===== src/rtl/uart_rx_packetiser_if.sv =====
// Packet beat type and the byte-in / packet-out bundle between the UART
// receiver, the packetiser and Control.
package uart_rx_packetiser_pkg;
  typedef struct packed {
    logic       Valid;
    logic       SoP;
    logic       EoP;
    logic [7:0] Destination;
    logic [7:0] Source;
    logic [7:0] Length;
    logic [7:0] Data;
  } UART_PACKET;
endpackage

interface uart_rx_packetiser_if;
  import uart_rx_packetiser_pkg::*;
  logic [7:0] ipRxData;
  logic       ipRxValid;
  UART_PACKET opRxPacket;
  logic [7:0] opDropCount;

  modport master (output ipRxData, ipRxValid, input opRxPacket, opDropCount);
  modport slave  (input ipRxData, ipRxValid, output opRxPacket, opDropCount);
endinterface


===== src/rtl/uart_rx_packetiser.sv =====
// Sync-hunting UART frame parser: header capture, one registered beat per
// payload byte, idle timeout recovery and a saturating drop counter.
module uart_rx_packetiser
  import uart_rx_packetiser_pkg::*;
#(
  parameter logic [7:0]  SYNC_BYTE      = 8'h55,
  parameter int unsigned TIMEOUT_CYCLES = 100000
) (
  input  logic          ipClk,
  input  logic          ipReset,
  uart_rx_packetiser_if.slave bus
);
  localparam int IW = $clog2(TIMEOUT_CYCLES + 1);

  typedef enum logic [2:0] {HUNT, DEST, SRC, LEN, DATA} state_t;

  state_t     r_state;
  logic       r_run;
  logic [IW-1:0] r_idle;
  logic [7:0] r_dest, r_src, r_len, r_rem;
  logic [7:0] r_drop;
  UART_PACKET r_pkt;

  logic w_byte, w_timeout, w_drop_sat;

  // Reset release takes one edge to reach r_run, so bytes count from the
  // second edge after ipReset rises.
  always_ff @(posedge ipClk or negedge ipReset) begin
    if (!ipReset) r_run <= 1'b0;
    else          r_run <= 1'b1;
  end

  assign w_byte     = bus.ipRxValid & r_run;
  assign w_timeout  = !w_byte && (r_state != HUNT) &&
                      (r_idle == IW'(TIMEOUT_CYCLES - 1));
  assign w_drop_sat = (r_drop == 8'hFF);

  always_ff @(posedge ipClk or negedge ipReset) begin
    if (!ipReset) begin
      r_state <= HUNT;
      r_idle  <= '0;
      r_dest  <= '0;
      r_src   <= '0;
      r_len   <= '0;
      r_rem   <= '0;
      r_drop  <= '0;
      r_pkt   <= '0;
    end else begin
      r_pkt.Valid <= 1'b0;
      r_pkt.SoP   <= 1'b0;
      r_pkt.EoP   <= 1'b0;
      if (w_byte) begin
        r_idle <= '0;
        case (r_state)
          HUNT: begin
            if (bus.ipRxData == SYNC_BYTE) r_state <= DEST;
            else if (!w_drop_sat)          r_drop  <= r_drop + 8'd1;
          end
          DEST: begin
            r_dest  <= bus.ipRxData;
            r_state <= SRC;
          end
          SRC: begin
            r_src   <= bus.ipRxData;
            r_state <= LEN;
          end
          LEN: begin
            r_len   <= bus.ipRxData;
            r_rem   <= bus.ipRxData;
            r_state <= (bus.ipRxData == 8'd0) ? HUNT : DATA;
          end
          DATA: begin
            r_pkt.Valid <= 1'b1;
            r_pkt.SoP   <= (r_rem == r_len);
            r_pkt.EoP   <= (r_rem == 8'd1);
            r_pkt.Data  <= bus.ipRxData;
            // Header on the output only moves at a frame's first beat.
            if (r_rem == r_len) begin
              r_pkt.Destination <= r_dest;
              r_pkt.Source      <= r_src;
              r_pkt.Length      <= r_len;
            end
            r_rem <= r_rem - 8'd1;
            if (r_rem == 8'd1) r_state <= HUNT;
          end
          default: r_state <= HUNT;
        endcase
      end else if (r_state != HUNT) begin
        if (w_timeout) begin
          r_state <= HUNT;
          r_idle  <= '0;
          if (!w_drop_sat) r_drop <= r_drop + 8'd1;
        end else begin
          r_idle <= r_idle + 1'b1;
        end
      end
    end
  end

  assign bus.opRxPacket  = r_pkt;
  assign bus.opDropCount = r_drop;
endmodule

===== src/flat_wrapper.sv =====
// flat-port wrapper written by rule: the top's interface ports become plain ports
module uart_rx_packetiser_flat import uart_rx_packetiser_pkg::*;
#(
  parameter logic [7:0]  SYNC_BYTE      = 8'h55,
  parameter int unsigned TIMEOUT_CYCLES = 100000
)
  (ipClk, ipReset, bus_ipRxData, bus_ipRxValid, bus_opRxPacket, bus_opDropCount);
  uart_rx_packetiser_if bus_i ();
  input  logic ipClk;
  input  logic ipReset;
  input wire logic [$bits(bus_i.ipRxData)-1:0] bus_ipRxData;
  input wire logic [$bits(bus_i.ipRxValid)-1:0] bus_ipRxValid;
  output wire logic [$bits(bus_i.opRxPacket)-1:0] bus_opRxPacket;
  output wire logic [$bits(bus_i.opDropCount)-1:0] bus_opDropCount;
  assign bus_i.ipRxData = bus_ipRxData;
  assign bus_i.ipRxValid = bus_ipRxValid;
  assign bus_opRxPacket = bus_i.opRxPacket;
  assign bus_opDropCount = bus_i.opDropCount;
  uart_rx_packetiser #(.SYNC_BYTE(SYNC_BYTE), .TIMEOUT_CYCLES(TIMEOUT_CYCLES)) u_core (.ipClk(ipClk), .ipReset(ipReset), .bus(bus_i));
endmodule

===== config.mk =====
export PLATFORM = sky130hd
export DESIGN_NAME = uart_rx_packetiser_flat
export DESIGN_NICKNAME = d
export VERILOG_FILES = /design/src/rtl/uart_rx_packetiser_if.sv /design/src/rtl/uart_rx_packetiser.sv /design/src/flat_wrapper.sv
export SDC_FILE = /design/constraint.sdc
export NUM_CORES = 1
export LEC_CHECK = 0
export BUFFER_PORTS_ARGS = -buffer_cell sky130_fd_sc_hd__buf_2
export CORE_MARGIN = 4
export CORE_UTILIZATION = 50
export CTS_BUF_LIST = sky130_fd_sc_hd__clkbuf_8
export DETAILED_ROUTE_END_ITERATION = 12
export PLACE_DENSITY_LB_ADDON = 0.2
export SLEW_MARGIN = 30
export SYNTH_ARGS = -nofsm -noshare
export SYNTH_HDL_FRONTEND = slang
export SYNTH_SLANG_ARGS = --single-unit

===== constraint.sdc =====
create_clock -name ipClk -period 3.75 [get_ports ipClk]
set_clock_uncertainty 0.2 [all_clocks]
set_input_delay 0.5625 -clock ipClk [delete_from_list [all_inputs] [get_ports ipClk]]
set_output_delay 0.5625 -clock ipClk [all_outputs]
set_load 0.02 [all_outputs]

## Word-level counts from Yosys, hierarchy flattened

Index checks and enable logic that the tools add are counted.

| cells by class | value |
|---|---|
| bitwise logic cells | 1 |
| mux-type cells | 20 |
| eq/ne operators | 13 |
| reductions and logical operators | 17 |
| add/subtract/negate cells | 3 |

Operator list:

| cell | count |
|---|---|
| $mux W35 | 2 |
| $mux W17 | 3 |
| $mux W8 | 6 |
| $mux W24 | 1 |
| $mux W3 | 6 |
| $add A17 B1 Y17 const B | 1 |
| $eq A17 B17 Y1 const B | 1 |
| $pmux W8 S2 | 1 |
| $pmux W3 S5 | 1 |
| $reduce_and A2 Y1 | 5 |
| $add A8 B1 Y8 const B | 1 |
| $eq A8 B1 Y1 const B | 1 |
| $eq A8 B7 Y1 const B | 1 |
| $eq A8 B8 Y1 | 1 |
| $eq A8 B8 Y1 const B | 1 |
| $logic_not A8 Y1 | 1 |
| $reduce_and A4 Y1 | 2 |
| $sub A8 B1 Y8 const B | 1 |
| $eq A3 B2 Y1 const B | 2 |
| $ne A3 B3 Y1 const B | 2 |
| $reduce_bool A2 Y1 | 3 |
| $ne A2 B2 Y1 const B | 2 |
| $eq A3 B1 Y1 const B | 1 |
| $eq A3 B3 Y1 const B | 1 |
| other kinds (6) | 7 |

| word-level totals | value |
|---|---|
| bits in registers | 96 |
| logic and storage cells | 69 |
| output and inout bits | 43 |
| input bits | 11 |

## Depth between registers and ports, before layout

Gate-level depths: netlist of run 1.

| logic depth | value |
|---|---|
| depth after elaboration | 7 |
| depth in mapped cells | 7 |
| mapped depth without buffers | 6 |

## Worst setup path after synthesis of run 1

No wires, ideal clock.

| timing | value |
|---|---|
| path kind | input to register |
| start | in bus_ipRxData[5] |
| end | reg u_core.r_drop[1], in the netlist u_core.bus.opDropCount[1] |
| arrival | 1.882 ns |
| library setup time | 0.125 ns |
| buffers on the path | 0 |
| cell stages on the path | 5 |
| required time | 3.425 ns |
| setup slack | 1.543 ns |
| cells stage by stage | or4_1 o211ai_1 o21ai_2 nand3_2 mux2_4 |

| on the way | value |
|---|---|
| cells in the longest elaborated chain, start to end | 3 |

Ends and longest elaborated chain:

| item | line | source |
|---|---|---|
| from (decl) | flat_wrapper.sv:11 | `input wire logic [$bits(bus_i.ipRxData)-1:0] bus_ipRxData;` |
| $eq A8 B7 Y1 | uart_rx_packetiser.sv:56 | `if (bus.ipRxData == SYNC_BYTE) r_state <= DEST;` |
| $ne A2 B2 Y1 (no line) | -- |  |
| $reduce_and A4 Y1 (no line) | -- |  |
| to (signal assigned) | uart_rx_packetiser.sv:57 | `else if (!w_drop_sat) r_drop <= r_drop + 8'd1;` |
| to (signal assigned) | uart_rx_packetiser.sv:92 | `if (!w_drop_sat) r_drop <= r_drop + 8'd1;` |
| to (decl) | uart_rx_packetiser.sv:21 | `logic [7:0] r_drop;` |

No other way between the ends.
A chain may end at the register's enable or synchronous reset.

## Final worst setup path of run 1

| timing | value |
|---|---|
| start | reg u_core.r_state[0] |
| end | reg u_core.r_pkt, in the netlist u_core.bus.opRxPacket[14] |

| on the way | value |
|---|---|
| cells in the longest elaborated chain, start to end | 2 |

Ends and longest elaborated chain:

| item | line | source |
|---|---|---|
| from (decl) | uart_rx_packetiser.sv:17 | `state_t r_state;` |
| from (signal assigned) | uart_rx_packetiser.sv:70 | `r_state <= (bus.ipRxData == 8'd0) ? HUNT : DATA;` |
| $eq A3 B3 Y1 | uart_rx_packetiser.sv:54 | `case (r_state)` |
| $reduce_and A3 Y1 (no line) | -- |  |
| to (decl) | uart_rx_packetiser.sv:22 | `UART_PACKET r_pkt;` |

No other way between the ends.

==> flow_metrics.tcl, run 1 <==
set metrics [dict create \
    status "finished clean" \
    hpwl_um 6360 \
    ys_warn_count 0 \
    cp_max_fo 24 \
    cp.arrival_ps 2520 \
    die_h_um 101 \
    ys.flop_type "dfrtp_1" \
    avgSynthCellArea_um2 11.6 \
    pre_cts_ws_ps 1100 \
    grt_pass1_vias 2948 \
    drt_iter0_markers 194 \
    clkLatencyLatePin_ps 360 \
    drt-pass1-iter-count 4 \
    setup_viol 0 \
    max_freq_mhz 405 \
    synth-seq-area-share_pct 55.7 \
    period_share_pct 65.9 \
    period_needed_ps 2470 \
    die-width_um 101 \
    gp_congestion 0.817 \
    hp-class "in -> reg" \
    cts_tree "done" \
    wl_um 9010 \
    syn_inst 373 \
    fin_nets 449 \
    cap_violations 0 \
    start_kind "flip-flop" \
    cp_data_required_time_ps 3800 \
    maxSlewViolCount 0 \
    layoutNonFillerInstCount 544 \
    clk_path_buf_depth 2 \
    rows 33 \
    grt_setup_unrepaired "no" \
    vias 2983 \
    drtAntennaViolNets 0 \
    start_util_pct 52.0 \
    pin_count 54 \
    synthMuxAreaShare_pct 13.4 \
    p_leak_nw 2.43 \
    p_total_mw 2.95 \
    synthSimpleGateAreaFrac_pct 16.3 \
    grt_overflow_total 0 \
    cts_sinks 96 \
    peakVddDrop_uv 314 \
    yosys.cell_types.count 52 \
    grt_pass1_wl_um 15200 \
    synth_edf_count 0 \
    ff2ff_setup_slack_ps 1280 \
    placedCellCount 527 \
    portBuffers 53 \
    worstMarginPinSlew_ps 848 \
    syn_nets 388 \
    yosys.area_share.xor_xnor_pct 5.07 \
    synth_seq_cells 96 \
    slew_headroom_pct 43.1 \
    synthToLayoutAreaGrowth_pct 13.4 \
    drive_gt1_share_pct 30.8 \
    wl_per_cell_um 16.6 \
    p_per_area_nw_per_um2 603 \
    synth_compound_area_share_pct 6.32 \
    synthArstFlopShare_pct 100 \
    hold_violations 0 \
    cts_max_level 3 \
    synth_fa_ha_area_share_pct 1.16 \
    grt_antenna_before_repair 0 \
    core-area_um2 8300 \
    grt_max_degree 36 \
    via_per_inst 5.48 \
    place_area_um2 4690 \
    cts_buffers 9 \
    synth_top_family_by_area "simple AND/OR/NAND/NOR gates" \
    dieArea_um2 10200 \
    drc 0 \
    design_area_um2 4890 \
    grt_usage_pct 19.1 \
    layout_setup_ws_ps 1280 \
    endpoint_kind "flip-flop" \
    cts_root_buf "clkbuf_8" \
    synth_area_um2 4320 \
    clkSlewWorstSetupHoldPaths_ps 100 \
    diodes 0 \
    critPathKind "reg -> reg" \
    fin_tns_setup_ps 0 \
]
-- layout make-up --
type / count / area, um2
tap: 105 / 131
fill: 688 / 3410
inverter: 9 / 33.8
timing repair buffer: 58 / 308
clock inverter: 7 / 66.3
multi-input combinational: 260 / 1830
sequential: 96 / 2400
clock buffer: 9 / 124
-- Yosys cell counts (2+ instances only) --
cell type   n  area (um2)
a21oi_1    12        60.1
a22o_1      2        17.5
and2_1      3        18.8
and3_1      4        25.0
buf_2       3        15.0
buf_6       2        22.5
clkbuf_1    2        7.51
dfrtp_1    96        2400
ha_1        4        50.1
inv_1       9        33.8
mux2_2     49         552
nand2_1    40         150
nand2b_1    3        18.8
nand3_1    14        70.1
nand3b_1    2        15.0
nand4_1    12        75.1
nor2_1     31         116
nor3_1     10        50.1
nor4_1      4        25.0
o211ai_1    2        15.0
o21ai_0    13        65.1
or3_1       3        18.8
xnor2_1    11        96.3
xor2_1     14         123
-- layout by cell type, fill, tap and decap left out, drive strengths merged, types with 11 or more instances in the layout --
cell type	n
nand3	15
nor3	11
xor2	14
nand2	41
buf	57
o21ai	14
dfrtp	96
inv	15
nor2	32
xnor2	11
nand4	13
mux2	50
a21oi	12
-- stage by stage --
step	hold slack, ps	utilization (%)
finish	287	58.9
global placement	256	56.5
CTS	269	58.9
global route	289	58.9
detailed placement	267	56.5
floorplan	66.9	-
-- final timing paths --
path	cells after the start	end	startpoint
hold reg to reg	2	u_core.bus.opRxPacket[7]$_DFFE_PN0P_	u_core.bus.opRxPacket[7]$_DFFE_PN0P_
max in group asynchronous	3	u_core.r_len[3]$_DFFE_PN0P_	ipReset
min in group asynchronous	2	u_core.bus.opRxPacket[20]$_DFFE_PN0P_	ipReset
setup / recovery	5	u_core.bus.opRxPacket[14]$_DFFE_PN0P_	u_core.r_state[0]$_DFFE_PN0P_
setup reg to reg	5	u_core.bus.opRxPacket[14]$_DFFE_PN0P_	u_core.r_state[0]$_DFFE_PN0P_
hold / removal	3	u_core.bus.opRxPacket[0]$_DFFE_PN0P_	bus_ipRxData[0]
-- where the power goes --
group / switching [mW] / internal, mW
Combinational: 0.435 / 0.337
Clock: 0.397 / 0.261
Sequential: 0.236 / 1.28
Total: 1.07 / 1.88
-- what timing repair did --
| action | in CTS | in global routing |
|---|---|---|
| setup buffers | 0 | 0 |
| gates resized for setup | 0 | 0 |
| hold buffers | 1 | 0 |
| hold endpoints to repair | 32 | 0 |
-- sequential cells by signal, indices dropped and copies added (netlist names) --
register and count:
u_core.r_dest 8, u_core.r_state 3, u_core.r_len 8, u_core.r_rem 8, u_core.bus.opDropCount 8, u_core.r_src 8
u_core.r_run 1, u_core.bus.opRxPacket 35, u_core.r_idle 17
-- metal layers --
metal	GRT usage, %	vias to the layer above	part of all wire [%]	wire [um]
met5	0	-	0	0
met4	6.65	0	1.3	117
met3	3.88	9	5.1	462
met2	30.1	66	48	4340
met1	26.4	1473	45	4090
li1	-	1435	-	-
-- worst max-delay path, cell delays in order, from the launching register on --
cell      delay, ps
dfrtp_1         460
nand2b_1        230
or3_4           440
nor2_2          180
nand4_4         420
mux2_2          440
-- kinds of logic (layout without fill, tap and decap cells) --
| kind of cell | count (synthesis) | after routing |
|---|---|---|
| AOI/OAI and AO/OA | 41 | 41 |
| adders and majority gates | 4 | 4 |
| xor gates and xnor gates | 25 | 25 |
| buffers and inverters | 17 | 83 |
| other | 1 | 1 |
| muxes | 51 | 51 |
| DFF | 96 | 96 |
| and+or+nand+nor | 138 | 138 |
No activity file was read; power rests on OpenSTA's default activity.
==> inputs of run 2 (changes only) <==
==> constraint.sdc (replaced) <==
create_clock -name ipClk -period 2.28 [get_ports ipClk]
set_clock_uncertainty 0.2 [all_clocks]
set_input_delay 0.342 -clock ipClk [delete_from_list [all_inputs] [get_ports ipClk]]
set_output_delay 0.342 -clock ipClk [all_outputs]
set_load 0.02 [all_outputs]
==> run 2 against run 1 <==
Against the previous run: die area stayed put; first-iteration DRC count down 44%; sequential share of layout area down 2.0 points; clock-buffer cell count is the same; largest cell class unchanged; cell area up 4.2%; register-to-register slack got worse by 1100 ps; worst hold slack got worse by 220 ps; combinational power increased by 81%; total power grew 66%.
==> flow_metrics.tcl, run 2 (same netlist as run 1, synthesis figures left out) <==
set metrics [dict create \
    status "finished clean" \
    clkLatencyLatePin_ps 350 \
    drtAntennaViolNets 0 \
    layout_commonest_cell "dfrtp_1" \
    pre_cts_ws_ps -7.48 \
    drive_gt1_share_pct 34.6 \
    p_per_area_nw_per_um2 962 \
    start_util_pct 52.0 \
    cp_slowest_cell "or3_4" \
    portBuffers 53 \
    pin_count 54 \
    wl_um 9050 \
    slowest_delay_ps 450 \
    vias 3102 \
    cap_violations 0 \
    grt_usage_pct 19.6 \
    clk_path_buf_depth 2 \
    switchingPower_mw 1.73 \
    grt_setup_unrepaired "no" \
    grt_max_degree 42 \
    setup_viol 0 \
    period_needed_ps 2140 \
    p_leak_nw 2.56 \
    drc 0 \
    p_comb_share_pct 28.6 \
    cp.arrival_ps 2180 \
    via_per_inst 5.49 \
    fin_tns_setup_ps 0 \
    clockPowerShare_pct 21.0 \
    layoutNonFillerInstCount 565 \
    drt_iter0_markers 108 \
    final_cell_mix "dfrtp_1, buf_2, mux2_2" \
    sw_frac_of_total_pct 35.3 \
    drt-pass1-iter-count 4 \
    grt_overflow_total 0 \
    busiest_layer "met2" \
    synthToLayoutAreaGrowth_pct 18.2 \
    die_h_um 101 \
    maxSlewViolCount 0 \
    rows 33 \
    clkSlewWorstSetupHoldPaths_ps 100 \
    grtUsageMet1_pct 26.8 \
    p_total_mw 4.91 \
    cts_tree "done" \
    fin_util_pct 61.4 \
    critical-path-top-delay-family "simple AND/OR/NAND/NOR gates" \
    worstPathCellList "nand2b_1, or3_4, nor2_2, nand4_4, buf_4, mux2_2" \
    design_area_um2 5100 \
    fillCellCount 703 \
    largest_reg_flops 35 \
    cts_setup_buffers 0 \
    critPathKind "reg -> reg" \
    hold_slack_ps 70.3 \
    path_buf_inv 1 \
    grt_pass1_vias 3156 \
    place_area_um2 4870 \
    grt_antenna_before_repair 0 \
    grt_pass1_wl_um 15700 \
    use_met3_pct 4.01 \
    slew_headroom_pct 59.4 \
    layout_setup_ws_ps 138 \
    period_share_pct 94.0 \
    max_freq_mhz 467 \
    seqPwrFrac_pct 50.5 \
    hpwl_um 6670 \
    cts_max_level 3 \
    p_int_mw 3.18 \
    placedCellCount 548 \
    cp_data_required_time_ps 2320 \
    hp-class "in -> reg" \
    diodes 0 \
    grt_use_met2_pct 31.5 \
    cp_max_fo 13 \
    endpoint_kind "flip-flop" \
    peakVddDrop_uv 559 \
    start_kind "flip-flop" \
    cts_sinks 96 \
    hold_violations 0 \
    cts_buffers 9 \
    fin_nets 470 \
    core-area_um2 8300 \
    dieArea_um2 10200 \
    die-width_um 101 \
    worstMarginPinSlew_ps 602 \
    wl_per_cell_um 16.0 \
    cts_root_buf "clkbuf_8" \
    gp_congestion 0.938 \
]
run 2: final timing paths:
| kind | start | end | slack, ps | cells past startpoint |
|---|---|---|---|---|
| worst max-delay path | u_core.r_state[0]$_DFFE_PN0P_ | u_core.bus.opRxPacket[8]$_DFFE_PN0P_ | 140 | 6 |
| worst min-delay path | bus_ipRxData[0] | u_core.bus.opRxPacket[0]$_DFFE_PN0P_ | 70 | 3 |
| worst max register to register | u_core.r_state[0]$_DFFE_PN0P_ | u_core.bus.opRxPacket[8]$_DFFE_PN0P_ | 140 | 6 |
| worst min register to register | u_core.bus.opRxPacket[5]$_DFFE_PN0P_ | u_core.bus.opRxPacket[5]$_DFFE_PN0P_ | 280 | 2 |
| max in group asynchronous | ipReset | u_core.bus.opRxPacket[15]$_DFFE_PN0P_ | 990 | 3 |
| min in group asynchronous | ipReset | u_core.r_idle[16]$_DFFE_PN0N_ | 320 | 2 |
run 2: final cells by class:
class	instances	area, um2	share of cell area [%]
clock buffers	9	124	2.43
clock inverters	7	55.1	1.08
inverters	9	33.8	0.663
multi-input cells	260	1860	36.4
flip-flops and latches	96	2400	47.1
well taps	105	131	2.58
repair buffers	79	494	9.69
run 2: metal layers:
layer | wire length, um | share of wire, % | vias to the layer above
met1 | 4230 | 47 | 1548
met5 | 0 | 0 | -
met3 | 390 | 4.3 | 12
li1 | - | - | 1475
met2 | 4310 | 48 | 67
met4 | 111 | 1.2 | 0
run 2: what timing repair did:
item	4_1_cts	5_1_grt
gates resized for setup	1	5
pin swaps	0	1
gates cloned	0	0
endpoints found under the hold margin	39	0
hold buffers	1	0
endpoints found under the setup margin	4	21
run 2: power groups by stage:
| stage | Combinational [mW] | Clock [mW] | Sequential (mW) |
|---|---|---|---|
| final | 1.40 | 1.03 | 2.48 |
| after global routing | 1.57 | 1.13 | 2.55 |
| after CTS | 1.40 | 1.06 | 2.47 |
| after detailed placement | 1.39 | 0 | 2.50 |
| after global placement | 1.35 | 0 | 2.48 |
| after floorplan | 0.866 | 0 | 2.52 |
run 2: worst reg2reg max path: stages (launching register included):
cell,delay (ps)
dfrtp_1,390
nand2b_1,190
or3_4,450
nor2_2,180
nand4_4,110
buf_4,210
mux2_2,290
